===== src/rtl/reg_file_pkg.sv =====
// Shared encodings and default geometry for the parametrised register file.
package reg_file_pkg;

    localparam int DEF_DATA_W = 8;
    localparam int DEF_ADDR_W = 3;

    typedef enum logic [1:0] {
        SRC_OR2 = 2'd0,
        SRC_ALU = 2'd1,
        SRC_IMM = 2'd2,
        SRC_MEM = 2'd3
    } wr_src_e;

    typedef enum logic [1:0] {
        MODE_LOAD = 2'b00,
        MODE_INC  = 2'b01,
        MODE_DEC  = 2'b10,
        MODE_CLR  = 2'b11
    } wr_mode_e;

endpackage


===== src/rtl/reg_file_wr_next.sv =====
// Write-value generator: source mux plus in-place INC/DEC/CLR, with wrap detect.
// Purely combinational; shared by the register write path and the read bypass.
module reg_file_wr_next
    import reg_file_pkg::*;
#(
    parameter int DATA_W = DEF_DATA_W
) (
    input  logic [1:0]        wr_src,
    input  logic [1:0]        wr_mode,
    input  logic [DATA_W-1:0] or2_in,
    input  logic [DATA_W-1:0] alu_in,
    input  logic [DATA_W-1:0] imm_in,
    input  logic [DATA_W-1:0] mem_in,
    input  logic [DATA_W-1:0] cur_value,
    output logic [DATA_W-1:0] next_value,
    output logic              wrap
);

    logic [DATA_W-1:0] src_value;

    always_comb begin
        src_value = or2_in;
        case (wr_src_e'(wr_src))
            SRC_OR2: src_value = or2_in;
            SRC_ALU: src_value = alu_in;
            SRC_IMM: src_value = imm_in;
            SRC_MEM: src_value = mem_in;
        endcase
    end

    always_comb begin
        next_value = src_value;
        wrap       = 1'b0;
        case (wr_mode_e'(wr_mode))
            MODE_LOAD: next_value = src_value;
            MODE_INC: begin
                next_value = cur_value + DATA_W'(1);
                wrap       = &cur_value;
            end
            MODE_DEC: begin
                next_value = cur_value - DATA_W'(1);
                wrap       = ~|cur_value;
            end
            MODE_CLR: next_value = '0;
        endcase
    end

endmodule


===== src/rtl/reg_file_p.sv =====
// NUM_REGS x DATA_W register file, 1 write port, 2 registered read ports (1-cycle latency, no backpressure).
// Define REGFILE_BYPASS_EN to forward a same-cycle write's next value to a matching read port.
module reg_file_p
    import reg_file_pkg::*;
#(
    parameter int DATA_W   = DEF_DATA_W,
    parameter int ADDR_W   = DEF_ADDR_W,
    parameter bit ZERO_REG = 1'b0
) (
    input  logic              clk,
    input  logic              rst_n,
    input  logic [DATA_W-1:0] or2_in,
    input  logic [DATA_W-1:0] alu_in,
    input  logic [DATA_W-1:0] imm_in,
    input  logic [DATA_W-1:0] mem_in,
    input  logic              wr_en,
    input  logic [1:0]        wr_src,
    input  logic [1:0]        wr_mode,
    input  logic [ADDR_W-1:0] wr_addr,
    input  logic              rd_en,
    input  logic [ADDR_W-1:0] rd_addr_a,
    input  logic [ADDR_W-1:0] rd_addr_b,
    output logic [DATA_W-1:0] dataout_A,
    output logic [DATA_W-1:0] dataout_B,
    output logic              rd_valid,
    output logic              wrap_flag
);

    localparam int NUM_REGS = 2 ** ADDR_W;

    logic [DATA_W-1:0] regs [NUM_REGS];
    logic [DATA_W-1:0] wr_next;
    logic              wr_wrap;
    logic              wr_accept;
    logic [DATA_W-1:0] rd_val_a;
    logic [DATA_W-1:0] rd_val_b;

    // A write to the hardwired zero register is dropped entirely, wrap_flag included.
    assign wr_accept = wr_en && !(ZERO_REG && (wr_addr == '0));

    reg_file_wr_next #(
        .DATA_W (DATA_W)
    ) u_wr_next (
        .wr_src     (wr_src),
        .wr_mode    (wr_mode),
        .or2_in     (or2_in),
        .alu_in     (alu_in),
        .imm_in     (imm_in),
        .mem_in     (mem_in),
        .cur_value  (regs[wr_addr]),
        .next_value (wr_next),
        .wrap       (wr_wrap)
    );

    always_comb begin
        rd_val_a = regs[rd_addr_a];
        rd_val_b = regs[rd_addr_b];
`ifdef REGFILE_BYPASS_EN
        if (wr_accept && (wr_addr == rd_addr_a)) rd_val_a = wr_next;
        if (wr_accept && (wr_addr == rd_addr_b)) rd_val_b = wr_next;
`endif
        if (ZERO_REG && (rd_addr_a == '0)) rd_val_a = '0;
        if (ZERO_REG && (rd_addr_b == '0)) rd_val_b = '0;
    end

    always_ff @(posedge clk) begin
        if (!rst_n) begin
            for (int i = 0; i < NUM_REGS; i++) regs[i] <= '0;
            dataout_A <= '0;
            dataout_B <= '0;
            rd_valid  <= 1'b0;
            wrap_flag <= 1'b0;
        end else begin
            if (wr_accept) begin
                regs[wr_addr] <= wr_next;
                wrap_flag     <= wr_wrap;
            end
            rd_valid <= rd_en;
            if (rd_en) begin
                dataout_A <= rd_val_a;
                dataout_B <= rd_val_b;
            end
        end
    end

endmodule

===== config.mk =====
export PLATFORM = sky130hd
export DESIGN_NAME = reg_file_p
export DESIGN_NICKNAME = d
export VERILOG_FILES = /design/src/rtl/reg_file_pkg.sv /design/src/rtl/reg_file_wr_next.sv /design/src/rtl/reg_file_p.sv
export SDC_FILE = /design/constraint.sdc
export NUM_CORES = 1
export LEC_CHECK = 0
export CAP_MARGIN = 5
export CORE_MARGIN = 2
export CORE_UTILIZATION = 38
export CTS_BUF_LIST = sky130_fd_sc_hd__clkbuf_8
export DETAILED_ROUTE_END_ITERATION = 6
export PLACE_DENSITY_LB_ADDON = 0.05
export SLEW_MARGIN = 0
export SYNTH_ARGS = -nofsm -noshare
export SYNTH_HDL_FRONTEND = slang
export SYNTH_SLANG_ARGS = --single-unit
export TNS_END_PERCENT = 100

===== constraint.sdc =====
create_clock -name clk -period 4.78 [get_ports clk]
set_input_delay 1.195 -clock clk [delete_from_list [all_inputs] [get_ports clk]]
set_output_delay 1.195 -clock clk [all_outputs]
set_load 0.01 [all_outputs]

==> summary.md, run 1 <==
| Metric | Value |
|---|---|
| Mux cell area share after synthesis | 28.59% |
| Die Y | 122.5 um |
| Max Cap Violations | 0 |
| CP Max Fanout | 8 |
| Achievable frequency | 227.8 MHz |
| Worst path slowest cell | mux4_2 |
| Minimum clock period | 4.390 ns |
| Max Slew Vio Count | 0 |
| Ys flop type | edfxtp_1 |
| Final wirelength | 16780 um |
| RSZ-0062 raised after global routing | false |
| Top cells by area, synth | edfxtp_1 36%, mux4_2 22%, dfxtp_1 6.8%, nor2_1 5.6%, mux2i_1 4.3% |
| Leak | 2.520 nW |
| Cell family with most CP delay | compound AO/OA/AOI/OAI gates |
| Initial antenna violation count | 0 |
| Buffers & Inverters on Critical Path | 2 |
| CTS tree | done |
| DP Area | 6285 um^2 |
| Layout cells sized above 1 | 20.66% |
| Worst path max stage delay | 0.54 ns |
| CTS max path bufs | 2 |
| Setup TNS | 0 ns |
| Pre-CTS WS | 0.07039 ns |
| Diodes inserted | 0 |
| Num CTS Buffers | 9 |
| Critical path class | input pin to register |
| Htree depth | 3 |
| Placer Congestion | 0.9151 |
| Final Setup Violations | 0 |
| Synth Area in Simple Gates | 13.28% |
| Wire per inst | 24.21 um |
| Sequential share of the synthesized area | 42.79% |
| Synth Instances | 445 |
| Final hold vios | 0 |
| Worst-path cell chain | clkdlybuf4s50_1, buf_4, mux4_2, mux2_2, ha_1, a21oi_1, o211ai_1, o211a_1, or4_4, a32oi_4, nor2_1 |
| Mapped Nets | 504 |
| Post-synthesis register bit count | 82 |
| Worst EP arrival | 4.50 ns |
| Post-Synth Adder-Cell Area | 2.487% |
| Clk slew on worst S/H paths | 0.08 ns |
| Core area | 13770 um^2 |
| Synth Cell Area | 5334 um^2 |
| Starting Density | 38.73% |
| Total track usage | 23.59% |
| Mapped Avg Cell Area | 11.99 um^2 |
| Post-Route Utilization | 46.89% |
| Peak VDD IR | 112.4 uV |
| Largest net degree at the start of global routing | 34 |
| Unique masters post-synth | 47 |
| Vias in the first global route | 3980 |
| Status | completed |
| Period utilization | 91.84% |
| Die area | 15000 um^2 |
| Post-synthesis compound-gate area fraction | 8.492% |
| Postcts setup bufs | 0 |
| Slew HR | 30.79% |
| I/O Buffers | 66 |
| Worst setup SP type | input pin |
| Via density | 5.931 |
| Worst Path Required | 4.89 ns |
| Total clock sinks | 82 |
| Post-route ant nets | 0 |
| # hold bufs at CTS | 0 |
| Clk_skew | 0.01323 ns |
| Synth-to-Final Area Change | 21.09% |
| Hold WS | 0.4818 ns |
| HPWL Detailed | 12290 um |
| CP Capture Type | register |
| Synth warnings | 0 |
| Hold crit path type | register to register |
| Top-area cell type share of the netlist area | 36.03% |
| # fillers | 1304 |
| DR iter-0 viols | 371 |
| # rows | 43 |
| DR vias | 4110 |
| Post-synth EDFFs | 64 |
| Width of the die | 122.5 um |
| Final #Nets | 567 |
| Final instance area | 6459 um^2 |
| Levels on crit path | 11 |
| I/O pin count | 67 |
| Post-synth ARST share | 0% |
| GR Overflow Total | 0 |
| Post_cts resized | 0 |
| Hold path depth | 1 |
| Largest family of logic cells by synthesized area | multiplexers |
| Worst r2r path cells | 9 |
| XOR/XNOR share of the synthesized area | 0.8210% |
| Pwr/cell area | 266.8 nW/um^2 |
| DRC Markers | 0 |
| Synth area leader | edfxtp_1 |
| Worst-skew pair later-pin latency | 0.37 ns |
| Setup ws final | 0.3902 ns |
| Worst-Margin Slew | 1.035 ns |
| DRT Pass-1 Iters | 5 |
| Root Driver | clkbuf_8 |
| Global-route wire length before repair | 25190 um |
==> path summary, 6_finish.rpt <==
path,start,endpoint,slack [ns]
worst max-delay path,wr_addr[0],regs[3][7]$_SDFFCE_PN0P_,0.39
worst min-delay path,dataout_B[2]$_SDFFE_PN0P_,dataout_B[2]$_SDFFE_PN0P_,0.48
worst max register to register,regs[7][4]$_SDFFCE_PN0P_,regs[3][7]$_SDFFCE_PN0P_,1.47
worst min register to register,dataout_B[2]$_SDFFE_PN0P_,dataout_B[2]$_SDFFE_PN0P_,0.48
==> placed cells by master, fill, tap and decap left out, types with 2 or more instances in the layout <==
cell             netlist  layout
a211o_1                6       6
a21o_1                 2       2
a21oi_1               10      10
a22oi_1                5       5
and3_1                 3       3
buf_12                 0       2
buf_4                  0      25
clkbuf_8               0      10
clkdlybuf4s50_1        0      66
dfxtp_1               18      18
edfxtp_1              64      64
ha_1                   9       9
inv_1                  6       9
mux2_2                 7       7
mux2i_1               23      23
mux4_2                53      53
nand2_1               39      39
nand3_1                8       8
nand4_1                2       2
nor2_1                80      80
nor2b_1                2       2
nor3_1                11      11
nor3b_1                3       3
nor4_1                 2       2
o211a_1               17      17
o211ai_1               2       2
o21ai_0                6       6
o31ai_1                3       3
or4bb_1                2       2
xnor2_1                3       3
xor2_1                 2       2
==> routing by layer <==
metal,global-route usage (%),vias up,share of wire [%]
li1,-,1835,-
met1,32.66,2057,42
met2,37.15,181,48
met3,3.578,37,7.1
met4,9.842,0,3.0
met5,0,-,0
==> worst register-to-register path, delay by kind of cell, from the launching register on <==
family	cells	cell delay, ns
muxes	2	0.82
adders and majority gates	1	0.34
and+or+nand+nor	2	0.62
DFF	1	0.42
AOI/OAI and AO/OA	4	0.86
==> sequential cells by signal (all words and copies together) (netlist names) <==
name	cells
dataout_B	8
rd_valid	1
dataout_A	8
wrap_flag	1
regs	64
==> cell usage after synthesis (all sizes together), types with 3 or more instances <==
cell type and n:
a21oi 10, nor2 80, clkbuf 29, mux4 53, inv 7, mux2 7
nand3 8, nor3 11, o21ai 6, nor3b 3, a211o 6, edfxtp 64
nand2 39, o31ai 3, buf 12, xnor2 3, and3 3, dfxtp 18
ha 9, o211a 17, a22oi 5, mux2i 24
==> report_power, final <==
part | total [mW] | internal (mW) | leakage (nW) | switching, mW
Combinational | 0.427 | 0.209 | 1.61 | 0.217
Clock | 0.463 | 0.200 | 0.0967 | 0.262
Sequential | 0.834 | 0.804 | 0.813 | 0.0299
Total | 1.72 | 1.21 | 2.52 | 0.510
==> final cells by class <==
| type | count | area (um^2) | area share, % |
|---|---|---|---|
| flip-flops and latches | 82 | 2282 | 35.34 |
| repair buffers | 93 | 888.4 | 13.75 |
| clock buffers | 10 | 137.6 | 2.131 |
| multi-input cells | 315 | 2863 | 44.32 |
| well taps | 180 | 225.2 | 3.487 |
| inverters | 7 | 26.28 | 0.4068 |
| clock inverters | 6 | 36.28 | 0.5618 |
==> logic make-up (layout without fill, tap and decap cells) <==
kind of cell / after synthesis / count (layout)
buffers and inverters: 48 / 116
AOI/OAI and AO/OA: 56 / 56
adders and majority gates: 10 / 10
muxes: 84 / 84
xor gates and xnor gates: 5 / 5
DFF: 82 / 82
and+or+nand+nor: 160 / 160
==> metrics by stage <==
| stage | power, mW | instances |
|---|---|---|
| after floorplan | 1.093 | 445 |
| after global placement | 1.273 | 677 |
| final | 1.723 | 693 |
| after global routing | 1.804 | 693 |
| after CTS | 1.741 | 693 |
| after detailed placement | 1.277 | 677 |
Note: power is estimated with default switching activity, not from simulation.
==> run 2: changes to the inputs <==
--- a/config.mk
+++ b/config.mk
@@ -7,7 +7,7 @@
 export LEC_CHECK = 0
 export CAP_MARGIN = 5
 export CORE_MARGIN = 2
-export CORE_UTILIZATION = 38
+export CORE_UTILIZATION = 39
 export CTS_BUF_LIST = sky130_fd_sc_hd__clkbuf_8
 export DETAILED_ROUTE_END_ITERATION = 6
 export PLACE_DENSITY_LB_ADDON = 0.05
==> run 2 against run 1 <==
Effect of this change: via count down 2.7%; cell area up 0.23%; hold slack better by 0.0023 ns; global-route usage down 0.87 points; non-clock buffer count up 4; sequential share of layout area down 0.082 points; register-to-register slack better by 0.04 ns; sequential cell count unchanged; final cell count unchanged; first-iteration DRC count down 8.9%; routed wire length down 5.5%; sequential power about the same; critical endpoint is now regs[4][7]$_SDFFCE_PN0P_.
==> summary.md, run 2 (synthesized netlist as in run 1, its figures left out) <==
| Metric | Value |
|---|---|
| # hold bufs at CTS | 0 (unchanged) |
| Post-route ant nets | 0 (unchanged) |
| Worst Hold End | dataout_B[5]$_SDFFE_PN0P_ |
| Die Y | 120.9 um (-1.2%) |
| Final Setup Violations | 0 (unchanged) |
| CTS tree | done |
| Post_cts resized | 0 (unchanged) |
| Worst EP arrival | 4.51 ns (about the same) |
| Max reg flops | 64 (unchanged) |
| # fillers | 1191 (-8.7%) |
| Worst setup SP type | input pin |
| Total track usage | 22.72% (-0.87 points) |
| RSZ-0062 raised after global routing | false |
| Worst Path Required | 4.91 ns (+0.02 ns) |
| Worst r2r path cells | 9 (unchanged) |
| Pwr/cell area | 266.9 nW/um^2 (about the same) |
| Achievable frequency | 228.2 MHz (+0.16%) |
| Worst-path cell chain | clkdlybuf4s50_1, buf_4, mux2i_1, mux2i_1, nand2_1, o21ai_0, ha_1, nand2_1, o211ai_1, o211a_1, or4_4, a32oi_4, nor2_1 |
| Clk slew on worst S/H paths | 0.08 ns (about the same) |
| Placer Congestion | 0.8751 (-4.4%) |
| Worst path slowest cell | clkdlybuf4s50_1 |
| Synth-to-Final Area Change | 21.37% |
| Most common cell after layout, fill and taps aside | nor2_1 |
| Peak VDD IR | 110.0 uV (-2.1%) |
| Max Cap Violations | 0 (unchanged) |
| DRC Markers | 0 (unchanged) |
| DR vias | 4000 (-2.7%) |
| Buffers & Inverters on Critical Path | 2 (unchanged) |
| DR iter-0 viols | 338 (-8.9%) |
| I/O Buffers | 66 (unchanged) |
| Largest net degree at the start of global routing | 34 (unchanged) |
| Layout cells sized above 1 | 21.66% (+1.0 points) |
| Worst-skew pair later-pin latency | 0.38 ns (about the same) |
| Biggest regs | regs (64), dataout_A (8), dataout_B (8) |
| Cell family with most CP delay | buffers and inverters |
| Wire per inst | 22.87 um (-5.5%) |
| Period utilization | 91.69% (-0.14 points) |
| GR Overflow Total | 0 (unchanged) |
| Hold crit path type | register to register |
| Vias in the first global route | 3987 (+0.18%) |
| Met3 WL | 827 um (-30%) |
| Die area | 14630 um^2 (-2.5%) |
| Metal-1 WL | 6636 um (-5.4%) |
| CP Max Fanout | 8 (unchanged) |
| Final #Nets | 571 (+0.71%) |
| Most frequent cells in the layout | 80 x nor2_1, 66 x clkdlybuf4s50_1, 64 x edfxtp_1 |
| Total clock sinks | 82 (unchanged) |
| Hold path depth | 1 (unchanged) |
| Initial antenna violation count | 0 (unchanged) |
| Post-Route Utilization | 48.69% (+1.8 points) |
| Met2 routed WL | 8105 um (+0.30%) |
| RR Startpoint | regs[2][4]$_SDFFCE_PN0P_ |
| Htree depth | 3 (unchanged) |
| Worst path max stage delay | 0.67 ns (+0.13 ns) |
| CTS max path bufs | 2 (unchanged) |
| Min-delay src | dataout_B[5]$_SDFFE_PN0P_ |
| DR top layer | met4 |
| HPWL Detailed | 11750 um (-4.4%) |
| RR Endpoint | regs[4][7]$_SDFFCE_PN0P_ |
| Max Slew Vio Count | 0 (unchanged) |
| Starting Density | 40.12% (+1.4 points) |
| Num CTS Buffers | 9 (unchanged) |
| Global-route wire length before repair | 24100 um (-4.3%) |
| # rows | 42 (-2.3%) |
| Status | completed |
| Postcts setup bufs | 0 (unchanged) |
| Reg2Reg Setup Slack | 1.51 ns (+0.04 ns) |
| Most flop-heavy register | regs |
| I/O pin count | 67 (unchanged) |
| Clk_skew | 0.01147 ns (-0.001767 ns) |
| Leak | 2.521 nW (about the same) |
| Worst-Margin Slew | 1.042 ns (+0.007349 ns) |
| DRT Pass-1 Iters | 5 (unchanged) |
| Final hold vios | 0 (unchanged) |
| Critical path class | input pin to register |
| Width of the die | 120.9 um (-1.2%) |
| Via density | 5.772 (-2.7%) |
| Core area | 13300 um^2 (-3.5%) |
| Setup TNS | 0 ns (unchanged) |
| Diodes inserted | 0 (unchanged) |
| Slew HR | 30.29% (-0.49 points) |
| Minimum clock period | 4.383 ns (-0.006929 ns) |
| Final wirelength | 15850 um (-5.5%) |
| CP Capture Type | register |
| Root Driver | clkbuf_8 |
## run 2: changes by cell type in the layout (fill, tap and decap cells not counted), sizes merged
| cell | before | now |
|---|---|---|
| buf | 27 | 31 |
| clkbuf | 10 | 9 |
| clkinv | 1 | 3 |
| clkinvlp | 1 | 2 |
| inv | 11 | 9 |
## run 2: final cells by class
class                   instances  area, um^2  share of cell area, %
clock inverters                 7       52.55                 0.8118
well taps                     176       220.2                  3.402
inverters                       7       26.28                 0.4059
repair buffers                 97       905.9                  13.99
multi-input cells             315        2863                  44.22
flip-flops and latches         82        2282                  35.25
clock buffers                   9       123.9                  1.913
## run 2: worst max path at each step
stage,depth (start not counted),start,to
after floorplan,12,wr_addr[2],regs[0][6]$_SDFFCE_PN0P_
after global placement,13,wr_addr[2],regs[3][7]$_SDFFCE_PN0P_
after detailed placement,13,wr_addr[0],regs[7][7]$_SDFFCE_PN0P_
after CTS,13,wr_addr[0],regs[4][7]$_SDFFCE_PN0P_
after global routing,13,wr_addr[0],regs[7][7]$_SDFFCE_PN0P_
final,13,wr_addr[2],regs[4][7]$_SDFFCE_PN0P_
## run 2: per-layer routing
| layer | up-vias | track usage, % |
|---|---|---|
| met1 | 1995 | 29.76 |
| met2 | 146 | 39.15 |
| met3 | 21 | 2.914 |
| li1 | 1838 | - |
| met4 | 0 | 7.195 |
| met5 | - | 0 |
## run 2: metrics by stage
stage	instance area [um^2]	total power, mW	hold slack (ns)	cells	setup WS (ns)
after floorplan	5334	1.093	0.5195	445	0.3070
after global placement	6297	1.267	0.4619	677	0.07466
after detailed placement	6297	1.271	0.4679	677	0.03008
after CTS	6474	1.740	0.4877	693	0.4390
after global routing	6474	1.805	0.5010	693	0.1976
final	6474	1.728	0.4841	693	0.3971
## run 2: where the power goes
| group | switching, mW | internal, mW | leakage, nW |
|---|---|---|---|
| combinational | 0.211 | 0.210 | 1.62 |
| clock | 0.282 | 0.192 | 0.0852 |
| sequential | 0.0290 | 0.804 | 0.813 |
## run 2: worst register-to-register path: cells and delay by family, from the launching register on
kind,cells,cell delay (ns)
multiplexers,2,0.84
AO/OA/AOI/OAI,4,0.80
AND/OR/NAND/NOR,2,0.60
flip-flops,1,0.46
adder cells (fa/ha/maj),1,0.33
